==> config.mk <==
export PLATFORM = sky130hd
export DESIGN_NAME = counter_share_ctrl
export DESIGN_NICKNAME = d
export VERILOG_FILES = /design/src/rtl/counter_share_ctrl.sv
export SDC_FILE = /design/constraint.sdc
export NUM_CORES = 1
export LEC_CHECK = 0
export CELL_PAD_IN_SITES_DETAIL_PLACEMENT = 1
export CELL_PAD_IN_SITES_GLOBAL_PLACEMENT = 2
export CORE_ASPECT_RATIO = 1.1
export CORE_UTILIZATION = 27
export CTS_BUF_LIST = sky130_fd_sc_hd__clkbuf_8
export CTS_CLUSTER_SIZE = 12
export DETAILED_ROUTE_END_ITERATION = 7
export PLACE_DENSITY_LB_ADDON = 0.25
export SLEW_MARGIN = 20
export SYNTH_ARGS = -nofsm -noshare
export SYNTH_HDL_FRONTEND = slang
export SYNTH_SLANG_ARGS = --single-unit
==> constraint.sdc <==
create_clock -name clk -period 5.08 [get_ports clk]
set_clock_uncertainty 0.05 [all_clocks]
set_input_delay 0.508 -clock clk [delete_from_list [all_inputs] [get_ports clk]]
set_output_delay 0.508 -clock clk [all_outputs]
set_load 0.01 [all_outputs]
==> src/rtl/counter_share_ctrl.sv <==
// counter_share_ctrl: round-robin owner of one shared external up-counter.
// Clears the counter, enables it up to the owner's terminal count, then pulses done.
module counter_share_ctrl #(
    parameter int N_REQ = 4,
    parameter int CW    = 4
) (
    input  logic                clk,
    input  logic                rst,
    input  logic [N_REQ-1:0]    req,
    input  logic [N_REQ*CW-1:0] term,
    input  logic [N_REQ-1:0]    hold,
    input  logic [CW-1:0]       cnt_val,
    output logic                cnt_en,
    output logic                cnt_clr,
    output logic [N_REQ-1:0]    grant,
    output logic [N_REQ-1:0]    done,
    output logic                busy
);
    // state | meaning
    // IDLE  | no owner; arbitrate among req every cycle
    // CLR   | one-cycle synchronous clear of the shared counter
    // RUN   | count until cnt_val equals term_lat; hold pauses, dropped req aborts
    // DONE  | one-cycle done pulse to the owner, then release
    typedef enum logic [1:0] {IDLE, CLR, RUN, DONE} state_t;

    localparam int PW = (N_REQ > 1) ? $clog2(N_REQ) : 1;

    state_t           state, state_nxt;
    logic [N_REQ-1:0] grant_nxt;
    logic [CW-1:0]    term_lat, term_nxt;
    logic [PW-1:0]    owner, owner_nxt;
    logic [PW-1:0]    rr_ptr, rr_nxt;
    logic [PW-1:0]    owner_inc;
    logic [PW-1:0]    win_idx;
    logic             win_found;
    logic             owner_req;
    logic             owner_hold;
    logic             at_term;

    // Masking with the latched grant keeps non-owners' req/hold out of the decision.
    assign owner_req  = |(req & grant);
    assign owner_hold = |(hold & grant);
    assign at_term    = (cnt_val == term_lat);
    assign owner_inc  = (owner == PW'(N_REQ - 1)) ? '0 : owner + PW'(1);
    assign busy       = (state != IDLE);

    always_comb begin : arb_search
        int j;
        j         = 0;
        win_found = 1'b0;
        win_idx   = '0;
        for (int i = 0; i < N_REQ; i++) begin
            j = int'(rr_ptr) + i;
            if (j >= N_REQ) begin
                j = j - N_REQ;
            end
            if (!win_found && req[j]) begin
                win_found = 1'b1;
                win_idx   = PW'(j);
            end
        end
    end

    always_comb begin
        state_nxt = state;
        grant_nxt = grant;
        term_nxt  = term_lat;
        owner_nxt = owner;
        rr_nxt    = rr_ptr;
        cnt_en    = 1'b0;
        cnt_clr   = 1'b0;
        done      = '0;
        case (state)
            IDLE: begin
                if (win_found) begin
                    state_nxt          = CLR;
                    grant_nxt          = '0;
                    grant_nxt[win_idx] = 1'b1;
                    term_nxt           = term[int'(win_idx)*CW +: CW];
                    owner_nxt          = win_idx;
                end
            end
            CLR: begin
                cnt_clr   = 1'b1;
                state_nxt = RUN;
            end
            RUN: begin
                // Abort outranks reaching the terminal count in the same cycle.
                if (!owner_req) begin
                    state_nxt = IDLE;
                    grant_nxt = '0;
                    rr_nxt    = owner_inc;
                end else if (at_term) begin
                    state_nxt = DONE;
                end else begin
                    cnt_en = ~owner_hold;
                end
            end
            DONE: begin
                done      = grant;
                state_nxt = IDLE;
                grant_nxt = '0;
                rr_nxt    = owner_inc;
            end
            default: begin
                state_nxt = IDLE;
                grant_nxt = '0;
            end
        endcase
    end

    always_ff @(posedge clk or negedge rst) begin
        if (!rst) begin
            state    <= IDLE;
            grant    <= '0;
            term_lat <= '0;
            owner    <= '0;
            rr_ptr   <= '0;
        end else begin
            state    <= state_nxt;
            grant    <= grant_nxt;
            term_lat <= term_nxt;
            owner    <= owner_nxt;
            rr_ptr   <= rr_nxt;
        end
    end

endmodule
Word-level counts from Yosys, hierarchy flattened:

Index checks and enable logic that the tools add are counted.

* input bits: 30
* register bits: 14

* bitwise logic cells: 3
* $add $sub $neg: 8
* reduce and logical (&&, ||, !) cells: 17
* shifts and indexed selects: 1
* magnitude comparators: 10
* muxes and demuxes: 41
* equality and inequality tests: 8

Operators with widths (number)
* $lt 32x4->1 const B: 4
* $mux 32: 4
* $mux 2: 9
* $mux 1: 17
* $shiftx 16x5->4: 1
* $mux 4: 3
* $pmux 4 s3: 1
* $sub 3x3->4 const B: 3
* $ge 3x3->1 const B: 3
* $and 4x4->4: 2
* $bmux 1 s2: 4
* $pmux 2 s4: 1
* $reduce_or 4->1: 2
* $add 2x2->3 const B: 2
* $eq 2x2->1 const B: 3
* $reduce_and 2->1: 3
* $eq 4x4->1: 1
* $logic_and 1x1->1: 4
* $ne 2x2->1 const B: 2
* $pmux 2 s2: 1
* $reduce_bool 2->1: 2
* $sub 2x3->4 const B: 1
* $add 2x1->3 const B: 1
* $ge 2x3->1 const B: 1
* 11 further kinds: 13

Depth between registers and ports, before layout:

* depth after elaboration: 21
* depth in mapped cells: 6

Least setup slack after synthesis:

OpenSTA, ideal clock, no wires.

* path type: input port to output port
* start: input port req[1]
* end: output port cnt_en
* stages: 5
* data required time: 4.522 ns
* path buffers: 0
* arrival: 1.320 ns
* slack: 3.202 ns
* path through: a22o_1 > a221oi_2 > nor2_1 > and3_1 > and3_1

* cells in the longest elaborated chain, start to end: 4

RTL lines
* start: declaration: line 9 `input logic [N_REQ-1:0] req,`
* $and 4x4->4: line 41 `assign owner_req = |(req & grant);`
* $reduce_or 4->1: line 41
* $mux 1: line 89 `if (!owner_req) begin`
* $mux 1: line 73 `case (state)`
* end: declaration: line 13 `output logic cnt_en,`

No other way between the ends.

Worst setup path after layout:

Ends and elaborated chain as after synthesis.

==> impl_metrics.env <==
export IMPL_grt_pass1_vias=943
export IMPL_hold_path_class="reg2reg"
export IMPL_endpoint_kind="output pin"
export IMPL_synth_flop_cell="dfrtp_1"
export IMPL_post_cts_buffers=0
export IMPL_die_area_sq_um=3840
export IMPL_synth_most_common_cell="dfrtp_1"
export IMPL_antenna_left=0
export IMPL_start_util=0.286
export IMPL_cts_tree="built"
export IMPL_htree_levels=1
export IMPL_clockRootBuffer="clkbuf_8"
export IMPL_vdd_ir_drop_worst_mv=0.217
export IMPL_firstDrtPassIters=4
export IMPL_antenna_found_initial=0
export IMPL_multiInputGateArea_sq_um=574
export IMPL_p_leak_uw=0.000602
export IMPL_cp_startpoint="req[1]"
export IMPL_ys_top_cells_by_count="dfrtp_1, nor2_1, and3_1"
export IMPL_dpl_hpwl_um=2170
export IMPL_crit_end="cnt_en"
export IMPL_netlist_instances=95
export IMPL_drt_iter0_markers=33
export IMPL_fin_ws_ns=2.11
export IMPL_setup_tns_ns=0
export IMPL_setup_viol=0
export IMPL_crit_buf_inv=2
export IMPL_io_buffer_count=40
export IMPL_fin_cells=183
export IMPL_r2r_end="term_lat[1]"
export IMPL_detail_route_vias_per_cell=4.92
export IMPL_die_height_um=64.9
export IMPL_critPathTopFamily="buffers and inverters"
export IMPL_ios=41
export IMPL_hold_viol=0
export IMPL_synth_fp_nets=126
export IMPL_crit_fanout=5
export IMPL_routabilityCongestion=0.806
export IMPL_vias=901
export IMPL_overflow=0
export IMPL_outcome="complete, no violations"
export IMPL_cp_cell_sequence="clkdlybuf4s50_1, a22o_1, a221oi_2, nor2_1, and3_1, and3_1, clkdlybuf4s50_1"
export IMPL_drv_cap=0
export IMPL_yosysSeqAreaShare=0.361
export IMPL_cts_num_sinks=14
export IMPL_synth_avg_cell_area_sq_um=10.2
export IMPL_regArea_sq_um=350
export IMPL_grt_usage=0.158
export IMPL_synth_area_leaders="dfrtp_1, a2111oi_4, mux2i_1"
export IMPL_syn_area_sq_um=970
export IMPL_cts_made_buffers=3
export IMPL_setup_worst_path_class="in2out"
export IMPL_rows=22
export IMPL_crit_path_max_incr_delay_ns=0.49
export IMPL_grt_max_degree=15
export IMPL_layout_drive_gt1_share=0.119
export IMPL_clkLatencyLatePin_ns=0.24
export IMPL_cts_buffer_depth=2
export IMPL_wl_per_cell_um=14.6
export IMPL_slowest_stage="clkdlybuf4s50_1"
export IMPL_required_ns=4.52
export IMPL_rsz0062_at_grt="false"
export IMPL_reg2reg_depth=5
export IMPL_max_freq_mhz=337
export IMPL_fp_dieW_um=59.1
export IMPL_fin_crit_ns=2.97
export IMPL_synth_edff_count=0
export IMPL_ys_ff_latch=14
export IMPL_core_area_sq_um=3390
export IMPL_path_depth=7
export IMPL_pre_cts_ws_ns=2.11
export IMPL_dp_cells=180
export IMPL_cts_hold_buf=0
export IMPL_n_fill_cell=395
export IMPL_async_flop_share=1.00
export IMPL_startpoint_type="primary input"
export IMPL_worstPathArrival_ns=2.41
export IMPL_nets=168
export IMPL_antennaDiodeCount=0
export IMPL_yosysWarnings=0
export IMPL_cts_resized_gates=0
export IMPL_syn_to_final_growth_pct=49.0
export IMPL_clk_pin_slew_worst_paths_ns=0.06
export IMPL_r2r_slack_ns=3.01
export IMPL_finalMaxSlewViolations=0
export IMPL_fin_crit_sh=0.585
export IMPL_grt_pass1_wl_um=4550
export IMPL_ys_types=37
export IMPL_max_slew_margin=0.571
export IMPL_r2r_start="rr_ptr[1]"
export IMPL_synth_top_area_share=0.361
export IMPL_worst_slew_pin_slew_ns=0.642
export IMPL_yosys_area_top_type="dfrtp_1"
export IMPL_drc_errors=0
export IMPL_wl_um=2670
export IMPL_pwr_density_cell_nw_per_um2=486
final cells by class:
type                    instances  area share
clock buffers                   3      0.0286
flip-flops and latches         14       0.242
inverters                       5      0.0130
well taps                      48      0.0416
repair buffers                 40       0.277
multi-input cells              73       0.397
sequential cells by signal (all words and copies together) (netlist names):
register  flops
grant         4
term_lat      4
owner         2
rr_ptr        2
state         2
stage by stage:
step	hold slack [ns]	cell area, sq um	total power (uW)	utilization
global route	0.475	1450	769	0.427
finish	0.438	1450	703	0.427
global placement	0.423	1400	614	0.415
CTS	0.442	1450	714	0.427
detailed placement	0.430	1400	620	0.415
floorplan	0.162	970	486	-
cells in the final DEF (no fill, tap or decap), types with 2 or more instances in the layout:
cell,instances
and2_1,2
nand2_1,5
a21o_1,2
xnor2_1,4
clkbuf_8,3
clkdlybuf4s50_1,40
a211oi_2,3
a21oi_1,2
dfrtp_1,14
a2111oi_4,2
inv_1,4
a22o_1,5
a22oi_1,2
mux2i_1,5
and3_1,6
o31ai_1,2
o21ai_1,3
nor2_1,8
a2111oi_0,2
nor3_1,4
cells by family after synthesis:
| family | Yosys count | share of synthesized area |
|---|---|---|
| flip-flops | 14 | 0.361 |
| adder cells (fa/ha/maj) | 1 | 0.0129 |
| multiplexers | 6 | 0.0632 |
| buffers and inverters | 8 | 0.0464 |
| AO/OA/AOI/OAI | 28 | 0.285 |
| AND/OR/NAND/NOR | 34 | 0.195 |
| XOR/XNOR | 4 | 0.0361 |
worst min path at each step:
| stage | from | cells past startpoint | slack (ns) | endpoint |
|---|---|---|---|---|
| final | owner[1] | 1 | 0.44 | owner[1] |
| after global routing | owner[1] | 1 | 0.48 | owner[1] |
| after CTS | owner[1] | 1 | 0.44 | owner[1] |
| after detailed placement | owner[1] | 1 | 0.43 | owner[1] |
| after global placement | owner[1] | 1 | 0.42 | owner[1] |
| after floorplan | rst | 0 | 0.16 | grant[0] |
power breakdown:
group          switching, uW  internal, uW
clock network           38.0          52.4
logic                    188           196
registers               63.2           166
per-layer routing:
layer	global-route usage	up-vias	wire [um]
met5	0	-	0
met4	0.0417	0	22
met3	0.0279	4	141
met2	0.283	34	1350
met1	0.192	425	1150
li1	-	438	-
Note: power is estimated with default switching activity, not from simulation.
